**src/rtl/pha_pkg.sv**
```systemverilog
// Shared types for the pulse height analyzer: FSM states and the event record
// that travels through the output FIFO.
package pha_pkg;

    localparam int PHA_DATA_W  = 16;
    localparam int PHA_TS_W    = 32;
    localparam int PHA_WIDTH_W = 12;

    typedef enum logic [1:0] {
        IDLE,
        ARMED,
        WAIT_LOW,
        HOLD
    } pha_state_e;

    // One detected pulse. Field widths are the analyzer's default widths.
    typedef struct packed {
        logic signed [PHA_DATA_W-1:0] height;
        logic [PHA_TS_W-1:0]          ts;
        logic [PHA_WIDTH_W-1:0]       width;
        logic                         pileup;
    } pha_event_t;

    localparam int PHA_EVT_W = $bits(pha_event_t);

endpackage

```
**src/rtl/pha_event_fifo.sv**
```systemverilog
// Small synchronous event FIFO. Push and pop take effect on the clock edge.
// The head is driven from storage flops and reads as zero while empty.
module pha_event_fifo
    import pha_pkg::*;
#(
    parameter int FIFO_D = 4
) (
    input  logic       clk,
    input  logic       rst,
    input  logic       push_i,
    input  pha_event_t push_data_i,
    input  logic       pop_i,
    output pha_event_t head_o,
    output logic       empty_o,
    output logic       full_o
);

    localparam int AW = $clog2(FIFO_D);
    localparam int CW = AW + 1;

    pha_event_t    mem_q [FIFO_D];
    logic [AW-1:0] wr_ptr_q;
    logic [AW-1:0] rd_ptr_q;
    logic [CW-1:0] cnt_q;
    logic          do_push;
    logic          do_pop;

    assign empty_o = (cnt_q == '0);
    assign full_o  = (cnt_q == CW'(FIFO_D));
    assign do_pop  = pop_i && !empty_o;
    // A simultaneous pop frees a slot, so a push into a full FIFO still lands.
    assign do_push = push_i && (!full_o || do_pop);

    // Pointer and occupancy bookkeeping; pointers wrap naturally (power-of-2 depth).
    always_ff @(posedge clk or posedge rst) begin
        if (rst) begin
            wr_ptr_q <= '0;
            rd_ptr_q <= '0;
            cnt_q    <= '0;
        end else begin
            if (do_push) wr_ptr_q <= wr_ptr_q + AW'(1);
            if (do_pop)  rd_ptr_q <= rd_ptr_q + AW'(1);
            cnt_q <= cnt_q + CW'(do_push) - CW'(do_pop);
        end
    end

    // Event storage; contents are only meaningful behind a valid count.
    always_ff @(posedge clk) begin
        if (do_push) mem_q[wr_ptr_q] <= push_data_i;
    end

    // Head of queue, forced to zero when nothing is stored.
    always_comb begin
        head_o = '0;
        if (!empty_o) head_o = mem_q[rd_ptr_q];
    end

endmodule

```
**src/rtl/pulse_height_analyzer.sv**
```systemverilog
// Pulse height analyzer: registers the shaped stream, detects threshold
// crossings, tracks the first-occurring peak, applies pile-up and dead-time
// rules, and queues one event per pulse for the readout logic.
// DATA_W/TS_W/WIDTH_W must match the widths of pha_event_t.
module pulse_height_analyzer
    import pha_pkg::*;
#(
    parameter int DATA_W    = PHA_DATA_W,
    parameter int TS_W      = PHA_TS_W,
    parameter int WIDTH_W   = PHA_WIDTH_W,
    parameter int MAX_WIDTH = 256,
    parameter int HOLDOFF   = 64,
    parameter int FIFO_D    = 4
) (
    input  logic                     clk,
    input  logic                     rst,
    input  logic signed [DATA_W-1:0] shp_in,
    input  logic signed [DATA_W-1:0] thresh,
    output logic                     evt_valid,
    input  logic                     evt_ready,
    output logic signed [DATA_W-1:0] evt_height,
    output logic [TS_W-1:0]          evt_time,
    output logic [WIDTH_W-1:0]       evt_width,
    output logic                     evt_pileup,
    output logic [15:0]              drop_cnt,
    output logic                     busy
);

    localparam int HC_W = (HOLDOFF > 0) ? $clog2(HOLDOFF + 1) : 1;

    logic signed [DATA_W-1:0] s_q;
    logic [TS_W-1:0]          s_ts_q;
    logic                     s_vld_q;
    logic [TS_W-1:0]          ts_q;

    pha_state_e               state_q, state_d;
    logic signed [DATA_W-1:0] pk_q, pk_d;
    logic [TS_W-1:0]          pkt_q, pkt_d;
    logic [WIDTH_W-1:0]       width_q, width_d;
    logic [HC_W-1:0]          hcnt_q, hcnt_d;
    logic [15:0]              drop_q;

    logic                     above;
    logic                     push;
    logic                     pileup;
    pha_event_t               evt_d;
    pha_event_t               head;
    logic                     fifo_empty;
    logic                     fifo_full;
    logic                     drop;

    // s_vld_q masks the first cycle after reset, when s_q holds no real sample yet.
    assign above = s_vld_q && (s_q > thresh);

    // Control state: free-running timestamp, sample-valid flag, FSM, hold counter.
    always_ff @(posedge clk or posedge rst) begin
        if (rst) begin
            ts_q    <= '0;
            s_vld_q <= 1'b0;
            state_q <= IDLE;
            hcnt_q  <= '0;
        end else begin
            ts_q    <= ts_q + TS_W'(1);
            s_vld_q <= 1'b1;
            state_q <= state_d;
            hcnt_q  <= hcnt_d;
        end
    end

    // Datapath registers: input sample with its timestamp, peak and width trackers.
    always_ff @(posedge clk) begin
        s_q     <= shp_in;
        s_ts_q  <= ts_q;
        pk_q    <= pk_d;
        pkt_q   <= pkt_d;
        width_q <= width_d;
    end

    // Next-state logic: pulse detection, peak tracking, pile-up cut-off and dead-time.
    always_comb begin
        state_d = state_q;
        pk_d    = pk_q;
        pkt_d   = pkt_q;
        width_d = width_q;
        hcnt_d  = hcnt_q;
        push    = 1'b0;
        pileup  = 1'b0;
        case (state_q)
            IDLE: begin
                if (above) begin
                    pk_d    = s_q;
                    pkt_d   = s_ts_q;
                    width_d = WIDTH_W'(1);
                    state_d = ARMED;
                end
            end
            ARMED: begin
                if (above) begin
                    width_d = width_q + WIDTH_W'(1);
                    // Strict compare keeps the first occurrence of a flat top.
                    if (s_q > pk_q) begin
                        pk_d  = s_q;
                        pkt_d = s_ts_q;
                    end
                    if (width_d == WIDTH_W'(MAX_WIDTH)) begin
                        push    = 1'b1;
                        pileup  = 1'b1;
                        state_d = WAIT_LOW;
                    end
                end else begin
                    push = 1'b1;
                    if (HOLDOFF == 0) begin
                        state_d = IDLE;
                    end else begin
                        state_d = HOLD;
                        hcnt_d  = HC_W'(HOLDOFF);
                    end
                end
            end
            WAIT_LOW: begin
                if (!above) begin
                    if (HOLDOFF == 0) begin
                        state_d = IDLE;
                    end else begin
                        state_d = HOLD;
                        hcnt_d  = HC_W'(HOLDOFF);
                    end
                end
            end
            HOLD: begin
                hcnt_d = hcnt_q - HC_W'(1);
                if (hcnt_q == HC_W'(1)) state_d = IDLE;
            end
            default: state_d = IDLE;
        endcase
    end

    // Event record assembled from the post-update peak and width.
    always_comb begin
        evt_d        = '0;
        evt_d.height = PHA_DATA_W'(pk_d);
        evt_d.ts     = PHA_TS_W'(pkt_d);
        evt_d.width  = PHA_WIDTH_W'(width_d);
        evt_d.pileup = pileup;
    end

    pha_event_fifo #(
        .FIFO_D(FIFO_D)
    ) u_fifo (
        .clk        (clk),
        .rst        (rst),
        .push_i     (push),
        .push_data_i(evt_d),
        .pop_i      (evt_ready),
        .head_o     (head),
        .empty_o    (fifo_empty),
        .full_o     (fifo_full)
    );

    // A full FIFO pops only when the consumer is ready, so that is the only rescue.
    assign drop = push && fifo_full && !evt_ready;

    // Saturating count of events lost to a full FIFO.
    always_ff @(posedge clk or posedge rst) begin
        if (rst) begin
            drop_q <= '0;
        end else if (drop && (drop_q != 16'hFFFF)) begin
            drop_q <= drop_q + 16'd1;
        end
    end

    assign evt_valid  = !fifo_empty;
    assign evt_height = DATA_W'(head.height);
    assign evt_time   = TS_W'(head.ts);
    assign evt_width  = WIDTH_W'(head.width);
    assign evt_pileup = head.pileup;
    assign drop_cnt   = drop_q;
    assign busy       = (state_q != IDLE);

endmodule

```
**config.mk**
```make
export PLATFORM = sky130hd
export DESIGN_NAME = pulse_height_analyzer
export DESIGN_NICKNAME = d
export VERILOG_FILES = /design/src/rtl/pha_pkg.sv /design/src/rtl/pha_event_fifo.sv /design/src/rtl/pulse_height_analyzer.sv
export SDC_FILE = /design/constraint.sdc
export NUM_CORES = 1
export LEC_CHECK = 0
export CAP_MARGIN = 20
export CORE_MARGIN = 1
export CORE_UTILIZATION = 35
export CTS_CLUSTER_DIAMETER = 60
export DETAILED_ROUTE_END_ITERATION = 7
export SLEW_MARGIN = 10
export SYNTH_ARGS = -nofsm -noshare
export SYNTH_HDL_FRONTEND = slang
export SYNTH_SLANG_ARGS = --single-unit
```
**constraint.sdc**
```tcl
create_clock -name clk -period 11.9 [get_ports clk]
set_input_delay 1.19 -clock clk [delete_from_list [all_inputs] [get_ports clk]]
set_output_delay 1.19 -clock clk [all_outputs]
set_load 0.01 [all_outputs]
```
==> results by group, run 1 <==
Synth
  – Post-synth net total: 1239
  – Post-synth EDFFs: 244
  – Post-synth top cells: edfxtp_1 (244), dfxtp_1 (108), and2_1 (67), a22oi_1 (66), dfrtp_1 (65)
  – Post-synthesis cell count: 1155
  – Post-synthesis adder-cell area fraction: 0.0365
  – Synth Area in Simple Gates: 0.0776
  – Top_reg_cell synth: edfxtp_1
  – Synth unique cells: 67
  – Register bit total from synthesis: 417
  – Most frequent cell after synthesis: edfxtp_1
  – Largest family of logic cells by synthesized area: compound AO/OA/AOI/OAI gates
  – Post-synth top area share: 0.430
  – Synth Area in XOR/XNOR: 0.0268
  – Warning count from the yosys run: 0
  – Area contributors post-synth: edfxtp_1 (43%), dfxtp_1 (13%), dfrtp_1 (9.6%)
  – Sequential area share after synthesis: 0.653
  – Area leader, netlist: edfxtp_1
  – Avg Cell Area, Syn: 14.7 um^2
  – Compound-Gate Fraction of Synth Area: 0.0955
  – Share of synthesized registers carrying an async set or reset: 0.156
  – Mux share of post-synthesis cell area: 0.0844
  – Post-Syn Area: 17000 um^2

Setup path
  – R2r endpoint: u_fifo.mem_q[0][24]$_DFFE_PP_
  – Startpoint Class: register
  – CP peak stage delay: 0.82 ns
  – Worst-path cell chain: buf_4 > mux4_2 > and2_1 > clkdlybuf4s50_1
  – Reg2reg setup slack: 8.02 ns
  – Worst R2R Start: s_q[15]$_DFF_P_
  – Critical path required time: 10.71 ns
  – R2R depth: 11
  – Critical-path top delay cell: buf_4
  – Delay-heaviest family, CP: buffers and inverters
  – Buffers plus inverters on the worst setup path: 2
  – Crit path max fanout: 46
  – Worst setup EP type: output pin
  – Kind of critical path: reg -> out
  – CP Data Arrival Time: 3.46 ns

Clock network
  – TritonCTS clock tree: yes
  – Clock Pin Slew Worst Setup and Hold Paths: 0.06 ns
  – Setup Buffers After CTS: 0
  – CTS buffer count: 43
  – Worst-Skew Late Latency: 0.59 ns
  – Clk sinks: 417
  – # hold bufs at CTS: 0
  – Number of H-tree levels: 2
  – PostCTS Resize Cnt: 0
  – Clk root buf: clkbuf_16
  – Clock Path Buffers: 3

Power and ir drop
  – Psw: 1.58 mW
  – Logic pwr share: 0.340
  – Pwr/cell area: 252 nW/um^2
  – Pleak: 7.28 nW
  – Int Power: 3.54 mW
  – Overall power: 5.13 mW
  – Maximum vdd drop: 0.111 mV
  – Clk pwr share: 0.276
  – Sequential Power Share: 0.384
  – Sw frac: 0.308

Detailed routing
  – Final wirelength: 36.4 mm
  – Vias per cell: 5.16
  – Antenna-violating nets left: 0
  – Average wire per standard cell: 18.9 um
  – Router iterations before antenna repair: 5
  – Drt drc: 0
  – Via Count: 9919
  – Detailed router's first-iteration violation count: 544

Timing
  – Final setup margin: 7.25 ns
  – Worst-Margin Slew: 1.02 ns
  – Final Hold Vio Count: 0
  – Slew headroom: 0.321
  – Hold slack final: 0.391 ns
  – Final period utilization: 0.391
  – RSZ-0062 raised after global routing: no
  – Maximum clock rate: 215 MHz
  – Post-Route Skew: 0.0361 ns
  – Min Clock Period, post-route: 4.65 ns
  – Setup-failing EPs final: 0
  – Max-slew violations: 0
  – Post-route setup TNS: 0 ns

Worst hold path
  – Cell count of the worst hold path: 0
  – Worst hold endpoint: s_ts_q[31]$_DFF_P_
  – Hold path start: ts_q[31]$_DFF_PP0_
  – Hold Crit Class: reg -> reg

Floorplanning
  – Die H: 223 um
  – Die width: 223 um
  – Placeable core area: 47800 um^2
  – Core Rows: 80
  – Ports: 114
  – Die area: 49500 um^2
  – Initial Utilization: 0.356

Layout
  – Area taken by multi-input logic gates: 5480 um^2
  – Final net count: 1358
  – Post-route cell area: 20300 um^2
  – P&R area growth vs syn: 19.3%
  – Antenna diode count: 0
  – Post-layout util: 0.425
  – Layout fillers: 4337
  – Reg area: 11100 um^2
  – Fin cells: 1924
  – Share of layout cells above drive strength 1: 0.129

Job
  – Max-Cap Viols: 0

Global route
  – Grt total ovfl: 0
  – First-pass GRT wire length: 58.1 mm
  – Vias in the first global route: 10200
  – Overall Global Routing Usage: 0.150
  – Initial antenna violation count: 0
  – Largest net degree at the start of global routing: 66

Placed design
  – Placed cells: 1844
  – DP HPWL: 22.0 mm
  – Final Wtd Congestion: 0.782
  – Post-Place Worst Slack: 6.58 ns
  – I/O Buffers: 113
  – Dpl cell area: 18800 um^2

Status
  – Status: completed
==> power by group through the flow <==
stage          combinational [mW]  clock, mW  sequential [mW]
2_1_floorplan                1.10          0             1.95
3_3_place_gp                 1.75          0             1.99
3_5_place_dp                 1.77          0             2.00
4_1_cts                      1.78       1.45             1.97
5_1_grt                      1.91       1.51             2.00
6_report                     1.74       1.42             1.97
==> how the worst max path moves through the flow <==
stage	startpoint	to	slack [ns]	depth (start not counted)
final	u_fifo.rd_ptr_q[0]$_DFFE_PP0P_	evt_height[6]	7.25	4
after detailed placement	thresh[15]	u_fifo.mem_q[2][40]$_DFFE_PP_	6.58	13
after floorplan	thresh[15]	u_fifo.mem_q[0][0]$_DFFE_PP_	7.27	9
after global routing	u_fifo.rd_ptr_q[0]$_DFFE_PP0P_	evt_time[15]	6.97	4
after CTS	u_fifo.rd_ptr_q[0]$_DFFE_PP0P_	evt_height[6]	7.11	4
after global placement	thresh[15]	u_fifo.mem_q[1][40]$_DFFE_PP_	6.69	13
==> cell families (layout without fill, tap and decap cells) <==
family | count (synthesis) | count (layout)
AOI/OAI and AO/OA | 228 | 228
muxes | 67 | 67
buffers and inverters | 106 | 260
other | 1 | 1
DFF | 417 | 417
adders and majority gates | 49 | 49
and+or+nand+nor | 235 | 235
xor gates and xnor gates | 52 | 52
==> cell type report <==
type | count | share of cell area
clock buffers | 61 | 0.0626
clock inverters | 19 | 0.0117
inverters | 54 | 0.0101
multi-input cells | 632 | 0.270
flip-flops and latches | 417 | 0.547
well taps | 615 | 0.0379
repair buffers | 126 | 0.0605
==> placed cells by master, fill, tap and decap left out, types with 4 or more instances in the layout <==
cell type        Yosys  layout
edfxtp_1           244     244
clkdlybuf4s50_1      0     113
dfxtp_1            108     108
a22oi_1             66      66
and2_1              67      63
dfrtp_1             65      63
mux4_2              61      61
inv_1               52      51
ha_1                48      48
clkbuf_16            0      47
nand2_1             44      44
xnor2_1             41      41
a22o_1              33      33
o21ai_0             29      29
a21o_1              24      24
nand3_1             23      23
nor2_1              23      23
a21oi_1             21      21
o21ai_1             20      20
nand4_1             19      19
and3_1              18      18
buf_4                3      13
nor3_1              12      12
xor2_1              11      11
clkbuf_1            31       9
clkinv_2             0       6
o21a_1               5       5
nor4_1               5       5
clkinv_1             1       5
bufinv_16            0       5
and4_1               4       4
mux2i_1              4       4
and2_2               0       4
o32ai_1              4       4
clkbuf_8             0       4
==> metal layers <==
metal / share of wire / GRT usage / up-vias
met5: 0 / 0 / -
met4: 0.021 / 0.0429 / 0
met3: 0.042 / 0.0313 / 58
met2: 0.46 / 0.239 / 198
met1: 0.47 / 0.208 / 5018
li1: - / - / 4645
==> flip-flops by register name, summed over array words and instances (netlist names) <==
register and cells:
u_fifo.rd_ptr_q 2, s_vld_q 1, u_fifo.wr_ptr_q 2, pkt_q 32, ts_q 32, u_fifo.mem_q 244, pk_q 16, s_ts_q 32
s_q 16, hcnt_q 7, state_q 2, drop_cnt 16, width_q 12, u_fifo.cnt_q 3
(Power assumes the default switching activity.)
==> run 2: changes to the inputs <==
==> constraint.sdc (replaced) <==
create_clock -name clk -period 4.8 [get_ports clk]
set_input_delay 0.48 -clock clk [delete_from_list [all_inputs] [get_ports clk]]
set_output_delay 0.48 -clock clk [all_outputs]
set_load 0.01 [all_outputs]
==> run 2 against run 1 <==
Against the previous run: utilization is 0.13 points higher; clock skew is 0.019 ns lower; global-route usage is 0.060 points higher; register-to-register slack worse by 6.8 ns; combinational power is 150% higher; die area stayed put; cell count is 0.16% higher.
==> results by group, run 2 (synthesized netlist as in run 1, its figures left out) <==
Layout
  – Antenna diode count: 0
  – Fin cells: 1927
  – Final net count: 1360
  – P&R area growth vs syn: 19.7%
  – Largest reg by FF count: u_fifo.mem_q
  – Commonest non-fill, non-tap cell in the layout: edfxtp_1
  – Share of layout cells above drive strength 1: 0.134
  – Max FFs per register: 244
  – Most frequent cells in the layout: edfxtp_1 (244), clkdlybuf4s50_1 (113), dfxtp_1 (108), a22oi_1 (66)

Timing
  – Slew headroom: 0.389
  – Final period utilization: 0.745
  – Maximum clock rate: 280 MHz
  – Worst-Margin Slew: 0.913 ns
  – Post-Route Skew: 0.0168 ns
  – RSZ-0062 raised after global routing: no
  – Min Clock Period, post-route: 3.58 ns
  – Final Hold Vio Count: 0
  – Hold slack final: 0.309 ns
  – Setup-failing EPs final: 0
  – Max-slew violations: 0
  – Post-route setup TNS: 0 ns

Setup path
  – Worst setup EP type: register
  – Critical path required time: 5.14 ns
  – Crit path max fanout: 27
  – Kind of critical path: reg -> reg
  – CP Data Arrival Time: 3.91 ns
  – Startpoint Class: register

Worst hold path
  – Hold Crit Class: in -> async

Clock network
  – Clock Pin Slew Worst Setup and Hold Paths: 0.06 ns
  – Setup Buffers After CTS: 0
  – Number of H-tree levels: 2
  – TritonCTS clock tree: yes
  – Clk root buf: clkbuf_16
  – Clk sinks: 417
  – Clock Path Buffers: 3
  – CTS buffer count: 44
  – Worst-Skew Late Latency: 0.57 ns
  – # hold bufs at CTS: 0
  – PostCTS Resize Cnt: 0

Floorplanning
  – Initial Utilization: 0.356
  – Die H: 223 um
  – Die area: 49500 um^2
  – Placeable core area: 47800 um^2
  – Die width: 223 um
  – Core Rows: 80
  – Ports: 114

Global route
  – Grt total ovfl: 0
  – Vias in the first global route: 10500
  – First-pass GRT wire length: 58.7 mm
  – Largest net degree at the start of global routing: 62
  – Initial antenna violation count: 0
  – Overall Global Routing Usage: 0.151

Power and ir drop
  – Pleak: 7.28 nW
  – Pwr/cell area: 620 nW/um^2
  – Maximum vdd drop: 0.351 mV

Detailed routing
  – Average wire per standard cell: 18.9 um
  – Via Count: 9946
  – Detailed router's first-iteration violation count: 526
  – Final wirelength: 36.4 mm
  – Vias per cell: 5.16
  – Drt drc: 0
  – Router iterations before antenna repair: 5
  – Antenna-violating nets left: 0

Job
  – Max-Cap Viols: 0

Placed design
  – DP HPWL: 22.5 mm
  – I/O Buffers: 113
  – Placed cells: 1845
  – Final Wtd Congestion: 0.778

Status
  – Status: completed
==> run 2: changes by cell type in the layout (fill, tap and decap cells not counted), sizes merged <==
cell	delta
buf	+1
bufinv	-1
clkbuf	-6
clkinv	+2
clkinvlp	+5
inv	+2
==> run 2: worst max-delay path: stages, from the launching register on <==
cell and delay [ns]:
dfxtp_1 0.52, ha_1 0.31, a21oi_1 0.14, o21ai_0 0.11, a221oi_1 0.42, nand3_2 0.22, nand2_4 0.22, inv_4 0.09
nor2_4 0.60, buf_12 0.26, a22oi_1 0.08, o21ai_1 0.32
==> run 2: area by class of cell <==
type / count / area [um^2]
fill: 4279 / 27500
sequential: 417 / 11100
tap: 615 / 769
clock buffer: 55 / 1180
timing repair buffer: 127 / 1350
clock inverter: 27 / 268
inverter: 54 / 205
multi-input combinational: 632 / 5480
==> run 2: final timing paths <==
check / from / endpoint / slack (ns) / depth (start not counted)
max in group asynchronous: rst / hcnt_q[5]$_DFFE_PP0P_ / 3.52 / 3
min reg2reg: ts_q[31]$_DFF_PP0_ / s_ts_q[31]$_DFF_P_ / 0.40 / 0
min in group clk: shp_in[4] / s_q[4]$_DFF_P_ / 0.36 / 1
max: s_q[5]$_DFF_P_ / u_fifo.mem_q[3][45]$_DFFE_PP_ / 1.22 / 11
min: rst / u_fifo.wr_ptr_q[0]$_DFFE_PP0P_ / 0.31 / 2
max reg2reg: s_q[5]$_DFF_P_ / u_fifo.mem_q[3][45]$_DFFE_PP_ / 1.22 / 11
==> run 2: per-layer routing <==
layer  part of all wire  global-route usage  vias to the layer above
met3              0.047              0.0279                       50
met1               0.46               0.205                     5019
met4              0.021              0.0492                        0
met2               0.47               0.244                      218
li1                   -                   -                     4659
met5                  0                   0                        -
==> run 2: power breakdown <==
part | internal [mW] | total, mW | switching (mW) | leakage [nW]
clock | 1.98 | 3.40 | 1.41 | 0.707
sequential | 4.59 | 4.97 | 0.379 | 3.86
combinational | 2.12 | 4.28 | 2.16 | 2.71
==> run 2: metrics by stage <==
| step | worst slack (ns) | instance area, um^2 | utilization | total power [mW] |
|---|---|---|---|---|
| final | 1.22 | 20400 | 0.426 | 12.6 |
| after global routing | 0.924 | 20400 | 0.426 | 13.4 |
| after CTS | 1.16 | 20400 | 0.426 | 12.8 |
| after detailed placement | 0.758 | 18900 | 0.396 | 9.40 |
| after global placement | 0.876 | 18900 | 0.396 | 9.32 |
| after floorplan | 0.881 | 17000 | - | 7.57 |
